$ cat src/rtl/pong_pkg.sv
// pong_pkg: shared state encoding and field widths for the pong game controller and engine.
package pong_pkg;

    typedef enum logic [2:0] {
        S_IDLE  = 3'd0,
        S_SERVE = 3'd1,
        S_PLAY  = 3'd2,
        S_MISS  = 3'd3,
        S_OVER  = 3'd4
    } state_t;

    localparam int BCD_DIGIT_W = 4;
    localparam int BCD_DIGITS  = 3;
    localparam int SCORE_W     = BCD_DIGIT_W * BCD_DIGITS;
    localparam int LEVEL_W     = 3;
    localparam int LIVES_W     = 2;
    localparam int FRAME_W     = 8;
    localparam int HIT_W       = 4;
    localparam int FLASH_W     = 7;

endpackage

$ cat src/rtl/bcd_score_counter.sv
// bcd_score_counter: multi-digit BCD incrementer that saturates at all nines.
module bcd_score_counter
    import pong_pkg::*;
(
    input  logic               clk,
    input  logic               reset,
    input  logic               clear,
    input  logic               inc,
    output logic [SCORE_W-1:0] bcd
);

    logic [SCORE_W-1:0] bcd_n;
    logic               all_nine;
    logic               carry;

    always_comb begin
        all_nine = 1'b1;
        for (int i = 0; i < BCD_DIGITS; i++)
            all_nine = all_nine & (bcd[i*BCD_DIGIT_W +: BCD_DIGIT_W] == BCD_DIGIT_W'(9));
        bcd_n = bcd;
        carry = inc & ~all_nine;
        for (int i = 0; i < BCD_DIGITS; i++) begin
            if (carry) begin
                if (bcd[i*BCD_DIGIT_W +: BCD_DIGIT_W] == BCD_DIGIT_W'(9)) begin
                    bcd_n[i*BCD_DIGIT_W +: BCD_DIGIT_W] = '0;
                end else begin
                    bcd_n[i*BCD_DIGIT_W +: BCD_DIGIT_W] = bcd[i*BCD_DIGIT_W +: BCD_DIGIT_W] + BCD_DIGIT_W'(1);
                    carry = 1'b0;
                end
            end
        end
        if (clear)
            bcd_n = '0;
    end

    always_ff @(posedge clk or posedge reset) begin
        if (reset)
            bcd <= '0;
        else
            bcd <= bcd_n;
    end

endmodule

$ cat src/rtl/game_sequencer.sv
// game_sequencer: pong phase sequencer (attract/serve/play/miss/over) with score, lives and level keeping.
module game_sequencer
    import pong_pkg::*;
#(
    parameter int unsigned LIVES_INIT     = 3,
    parameter int unsigned SERVE_FRAMES   = 60,
    parameter int unsigned MISS_FRAMES    = 90,
    parameter int unsigned HITS_PER_LEVEL = 5,
    parameter int unsigned MAX_LEVEL      = 7,
    parameter int unsigned FLASH_DIV      = 8
) (
    input  logic               clk,
    input  logic               reset,
    input  logic               frame_tick,
    input  logic               start_btn,
    input  logic               hit,
    input  logic               miss,
    output logic               engine_reset,
    output logic               engine_run,
    output logic [LEVEL_W-1:0] level,
    output logic [LIVES_W-1:0] lives,
    output logic [SCORE_W-1:0] score_bcd,
    output logic               flash,
    output logic [2:0]         game_state
);

    state_t             state_q, state_n;
    logic               start_q;
    logic               start_press;
    logic [FRAME_W-1:0] frame_cnt, frame_n;
    logic [HIT_W-1:0]   hit_cnt, hit_n;
    logic [FLASH_W-1:0] flash_cnt, flash_cnt_n;
    logic [LEVEL_W-1:0] level_n;
    logic [LIVES_W-1:0] lives_n;
    logic               flash_n, flash_tog;
    logic               score_clear, score_inc;

    always_comb begin
        start_press = start_btn & ~start_q;
        state_n     = state_q;
        frame_n     = frame_cnt;
        hit_n       = hit_cnt;
        flash_cnt_n = flash_cnt;
        level_n     = level;
        lives_n     = lives;
        flash_tog   = 1'b0;
        score_clear = 1'b0;
        score_inc   = 1'b0;
        case (state_q)
            S_IDLE, S_OVER: begin
                if (start_press) begin
                    state_n     = S_SERVE;
                    frame_n     = FRAME_W'(SERVE_FRAMES);
                    hit_n       = '0;
                    level_n     = '0;
                    lives_n     = LIVES_W'(LIVES_INIT);
                    score_clear = 1'b1;
                end
            end
            S_SERVE: begin
                if (frame_tick) begin
                    frame_n = frame_cnt - FRAME_W'(1);
                    state_n = (frame_cnt == FRAME_W'(1)) ? S_PLAY : S_SERVE;
                end
            end
            S_PLAY: begin
                // a miss in the same cycle as a hit discards the hit
                if (miss) begin
                    lives_n     = lives - LIVES_W'(1);
                    frame_n     = FRAME_W'(MISS_FRAMES);
                    flash_cnt_n = '0;
                    state_n     = (lives > LIVES_W'(1)) ? S_MISS : S_OVER;
                end else if (hit) begin
                    score_inc = 1'b1;
                    if (hit_cnt == HIT_W'(HITS_PER_LEVEL - 1)) begin
                        hit_n   = '0;
                        level_n = (level == LEVEL_W'(MAX_LEVEL)) ? level : level + LEVEL_W'(1);
                    end else begin
                        hit_n = hit_cnt + HIT_W'(1);
                    end
                end
            end
            S_MISS: begin
                if (frame_tick) begin
                    flash_cnt_n = flash_cnt + FLASH_W'(1);
                    flash_tog   = (flash_cnt_n & FLASH_W'(FLASH_DIV - 1)) == '0;
                    frame_n     = (frame_cnt == FRAME_W'(1)) ? FRAME_W'(SERVE_FRAMES) : frame_cnt - FRAME_W'(1);
                    state_n     = (frame_cnt == FRAME_W'(1)) ? S_SERVE : S_MISS;
                end
            end
            default: state_n = S_IDLE;
        endcase
        flash_n = (state_n == S_OVER) | ((state_n == S_MISS) & (flash ^ flash_tog));
    end

    always_ff @(posedge clk or posedge reset) begin
        if (reset) begin
            state_q      <= S_IDLE;
            start_q      <= 1'b0;
            frame_cnt    <= '0;
            hit_cnt      <= '0;
            flash_cnt    <= '0;
            level        <= '0;
            lives        <= LIVES_W'(LIVES_INIT);
            flash        <= 1'b0;
            engine_reset <= 1'b1;
            engine_run   <= 1'b0;
        end else begin
            state_q      <= state_n;
            start_q      <= start_btn;
            frame_cnt    <= frame_n;
            hit_cnt      <= hit_n;
            flash_cnt    <= flash_cnt_n;
            level        <= level_n;
            lives        <= lives_n;
            flash        <= flash_n;
            engine_reset <= (state_n == S_IDLE) | (state_n == S_SERVE);
            engine_run   <= (state_n == S_PLAY);
        end
    end

    assign game_state = state_q;

    bcd_score_counter u_score (
        .clk   (clk),
        .reset (reset),
        .clear (score_clear),
        .inc   (score_inc),
        .bcd   (score_bcd)
    );

endmodule
$ cat config.mk
export PLATFORM = sky130hd
export DESIGN_NAME = game_sequencer
export DESIGN_NICKNAME = d
export VERILOG_FILES = /design/src/rtl/pong_pkg.sv /design/src/rtl/bcd_score_counter.sv /design/src/rtl/game_sequencer.sv
export SDC_FILE = /design/constraint.sdc
export NUM_CORES = 1
export LEC_CHECK = 0
export BUFFER_PORTS_ARGS = -buffer_cell sky130_fd_sc_hd__buf_4
export CAP_MARGIN = 20
export CORE_UTILIZATION = 58
export CTS_CLUSTER_DIAMETER = 30
export DETAILED_ROUTE_END_ITERATION = 8
export PLACE_DENSITY = 0.86
export SYNTH_ARGS = -nofsm -noshare
export SYNTH_HDL_FRONTEND = slang
export SYNTH_HIERARCHICAL = 1
export SYNTH_SLANG_ARGS = --single-unit
$ cat constraint.sdc
create_clock -name clk -period 2.26 [get_ports clk]
set_input_delay 0 -clock clk [delete_from_list [all_inputs] [get_ports clk]]
set_output_delay 0 -clock clk [all_outputs]
set_load 0.005 [all_outputs]
==> run metrics <==
Crit Path Max Fanout 12; Slew HR between 50% and 60%; total wire length about 4600 um; Crit path required time about 2400 ps; Post-synth top cells dfrtp_1 (36), inv_1 (21), nand2_1 (18); Critical Path Source Type register; final hold vios 0; PortBufs 28; fin crit period about 2000 ps; WL/cell about 14 um; CTS Buf Count 5; DRC 0; Setup Total Neg Slack 0 ps; Crit Path Category reg2reg; setup ws final a little over 300 ps; P&R area growth vs syn 17.1%; GRT Resource Usage Total roughly 25%; status finished, final reports clean; clock-pin slew on the worst setup and hold paths around 70 ps; critical path's largest stage delay 660 ps; initial antenna violation count 0; Die Height about 66 um; P per Cell Area 711 nW/um2; syn_area_per_cell a little under 10 um2; pre-CTS setup slack between 300 and 400 ps; post-synth top area share between 30% and 40%; initial DRC count 121; ys async rst share between 90% and 100%; Most used DFF post-synth dfrtp_1; GRT overflow 0; post-synthesis register bit count 39; Final setup viols 0; fmax a little over 500 MHz; Hold Path Class in2reg; Worst-Skew Late Latency slightly below 300 ps; worst slew pin tran about 630 ps; crit path cell chain nor3b_4, and3b_1, nand4b_2, or4_2, o311ai_0; Diodes inserted 0; Synth Net Count approximately 260; die width 65.6 um; beginning of the critical path game_state[2]; GP Congestion between 0.8 and 0.9; CP endpoint u_score/bcd[7]; layout cell share with drive strength beyond 1 between 20% and 30%; RSZ-0062 raised after global routing false; largest net degree at the start of global routing 28; Netlist cell types 63; CP max-delay cell or4_2; Setup Fix Bufs, Post-CTS 0; top-count cell post-synth dfrtp_1; Critical R2R Launch game_state[2]; DR pass1 iterations 4; clk root buf clkbuf_8; number of global-route vias before repair between 1500 and 2000; post-DP HPWL about 3500 um; Placed Area between 2000 and 3000 um2; clock tree buffer depth 2; Post-synth EDFFs 0; largest area contributor in the synthesized netlist dfrtp_1; sequential share of the synthesized area 41.7%; CTS Sinks 39; Initial Util 62.2%; fin nets between 200 and 300; via count about 1900; Pwr Total 1.95 mW; CTS resizes 0; # hold bufs at CTS 2; Core ar. ~3800 um2; flop2flop setup slack approximately 300 ps; fin area ~2700 um2; Worst Path Arrival between 2000 and 2500 ps; crit end category register; FP Rows 22; CTS tree built; Syn Std Cell Area approximately 2300 um2; R2R cell count 5; RR Endpoint u_score/bcd[7]; first-pass GRT wire length about 8000 um; cell count after synthesis 238; DRT antenna net count 0; YS warnings 6; Vias/cell about 5.7; Synth area leaders dfrtp_1 (38%), ha_1 (8.0%), dfstp_2 (3.4%); # Max-Cap Violations 0; Ports 29; Tcrit/Tclk final a little under 90%; Die Area ~4300 um2; cell leakage power 1.33 nW; H-tree Lvls 2; Final Skew approximately 9.4 ps; peak supply drop approximately 0.00048 V; hold slack 147 ps; Slew Viols, Final 0
[state kept, by name, indices dropped and copies added, names as in the netlist]
| name | count |
|---|---|
| level | 3 |
| u_score/bcd | 12 |
| lives | 2 |
| engine_run | 1 |
| engine_reset | 1 |
| game_state | 3 |
| frame_cnt | 8 |
| flash | 1 |
| start_q | 1 |
| hit_cnt | 4 |
| flash_cnt | 3 |
[per-stage QoR]
stage,cells,util [%]
floorplan,238,-
global placement,317,69.7
detailed placement,317,69.7
CTS,327,72.9
global route,327,72.9
finish,327,72.9
[kinds of logic (layout without fill, tap and decap cells)]
group / count (synthesis) / after routing / synth area share, %
DFF: 39 / 39 / 41.7
buffers and inverters: 27 / 68 / 5.81
muxes: 7 / 7 / 3.57
xor gates and xnor gates: 2 / 2 / 0.746
AOI/OAI and AO/OA: 57 / 57 / 15.9
adders and majority gates: 15 / 15 / 8.00
and+or+nand+nor: 91 / 91 / 24.2
[worst max-delay path, delay by kind of cell (launching register included)]
family	cells	cell delay [ps]
simple gates	4	1330
flops	1	400
compound gates	1	100
[report_power, final]
group          internal, mW  switching [mW]  total (mW)  leakage [nW]
logic                 0.245           0.274       0.518         0.779
clock network         0.279           0.236       0.514        0.0515
registers             0.809           0.114       0.922         0.500
[cells in the final DEF (no fill, tap or decap), types with 3 or more instances in the layout]
master	Yosys	final
or2_2	3	3
nand2_1	18	18
or3_1	3	3
a21oi_1	14	14
dfstp_2	3	3
and3b_1	3	3
or4_1	3	3
nor2_1	17	17
dfrtp_1	36	36
inv_1	21	21
ha_1	15	15
nand3b_1	4	4
nand4_1	3	3
clkbuf_8	0	7
nand2b_1	4	4
nor2b_1	3	3
o21ai_0	13	13
nand3_1	8	8
a31oi_1	3	3
o21ai_1	5	5
mux2_2	3	3
buf_4	1	37
o31ai_1	5	5
[cell type report]
type,count,area [um2]
Fill cell,281,1020
Sequential cell,39,980
Multi-Input combinational cell,172,1230
Tap cell,48,60.1
Timing Repair Buffer,39,298
Clock buffer,8,100
Inverter,21,78.8
[worst min-delay path by stage]
stage	from	cells past startpoint	to
floorplan	reset	1	u_score/bcd[0]
finish	frame_tick	3	game_state[0]
global placement	reset	2	u_score/bcd[2]
detailed placement	reset	2	u_score/bcd[4]
global route	frame_tick	3	game_state[0]
CTS	frame_tick	3	game_state[0]
[layer usage]
metal	share of wire, %	track usage [%]
met1	44	29.8
met2	52	43.8
met4	0.82	6.52
met3	3.4	5.38
met5	0	0
Power figures use the tool's default switching activity.
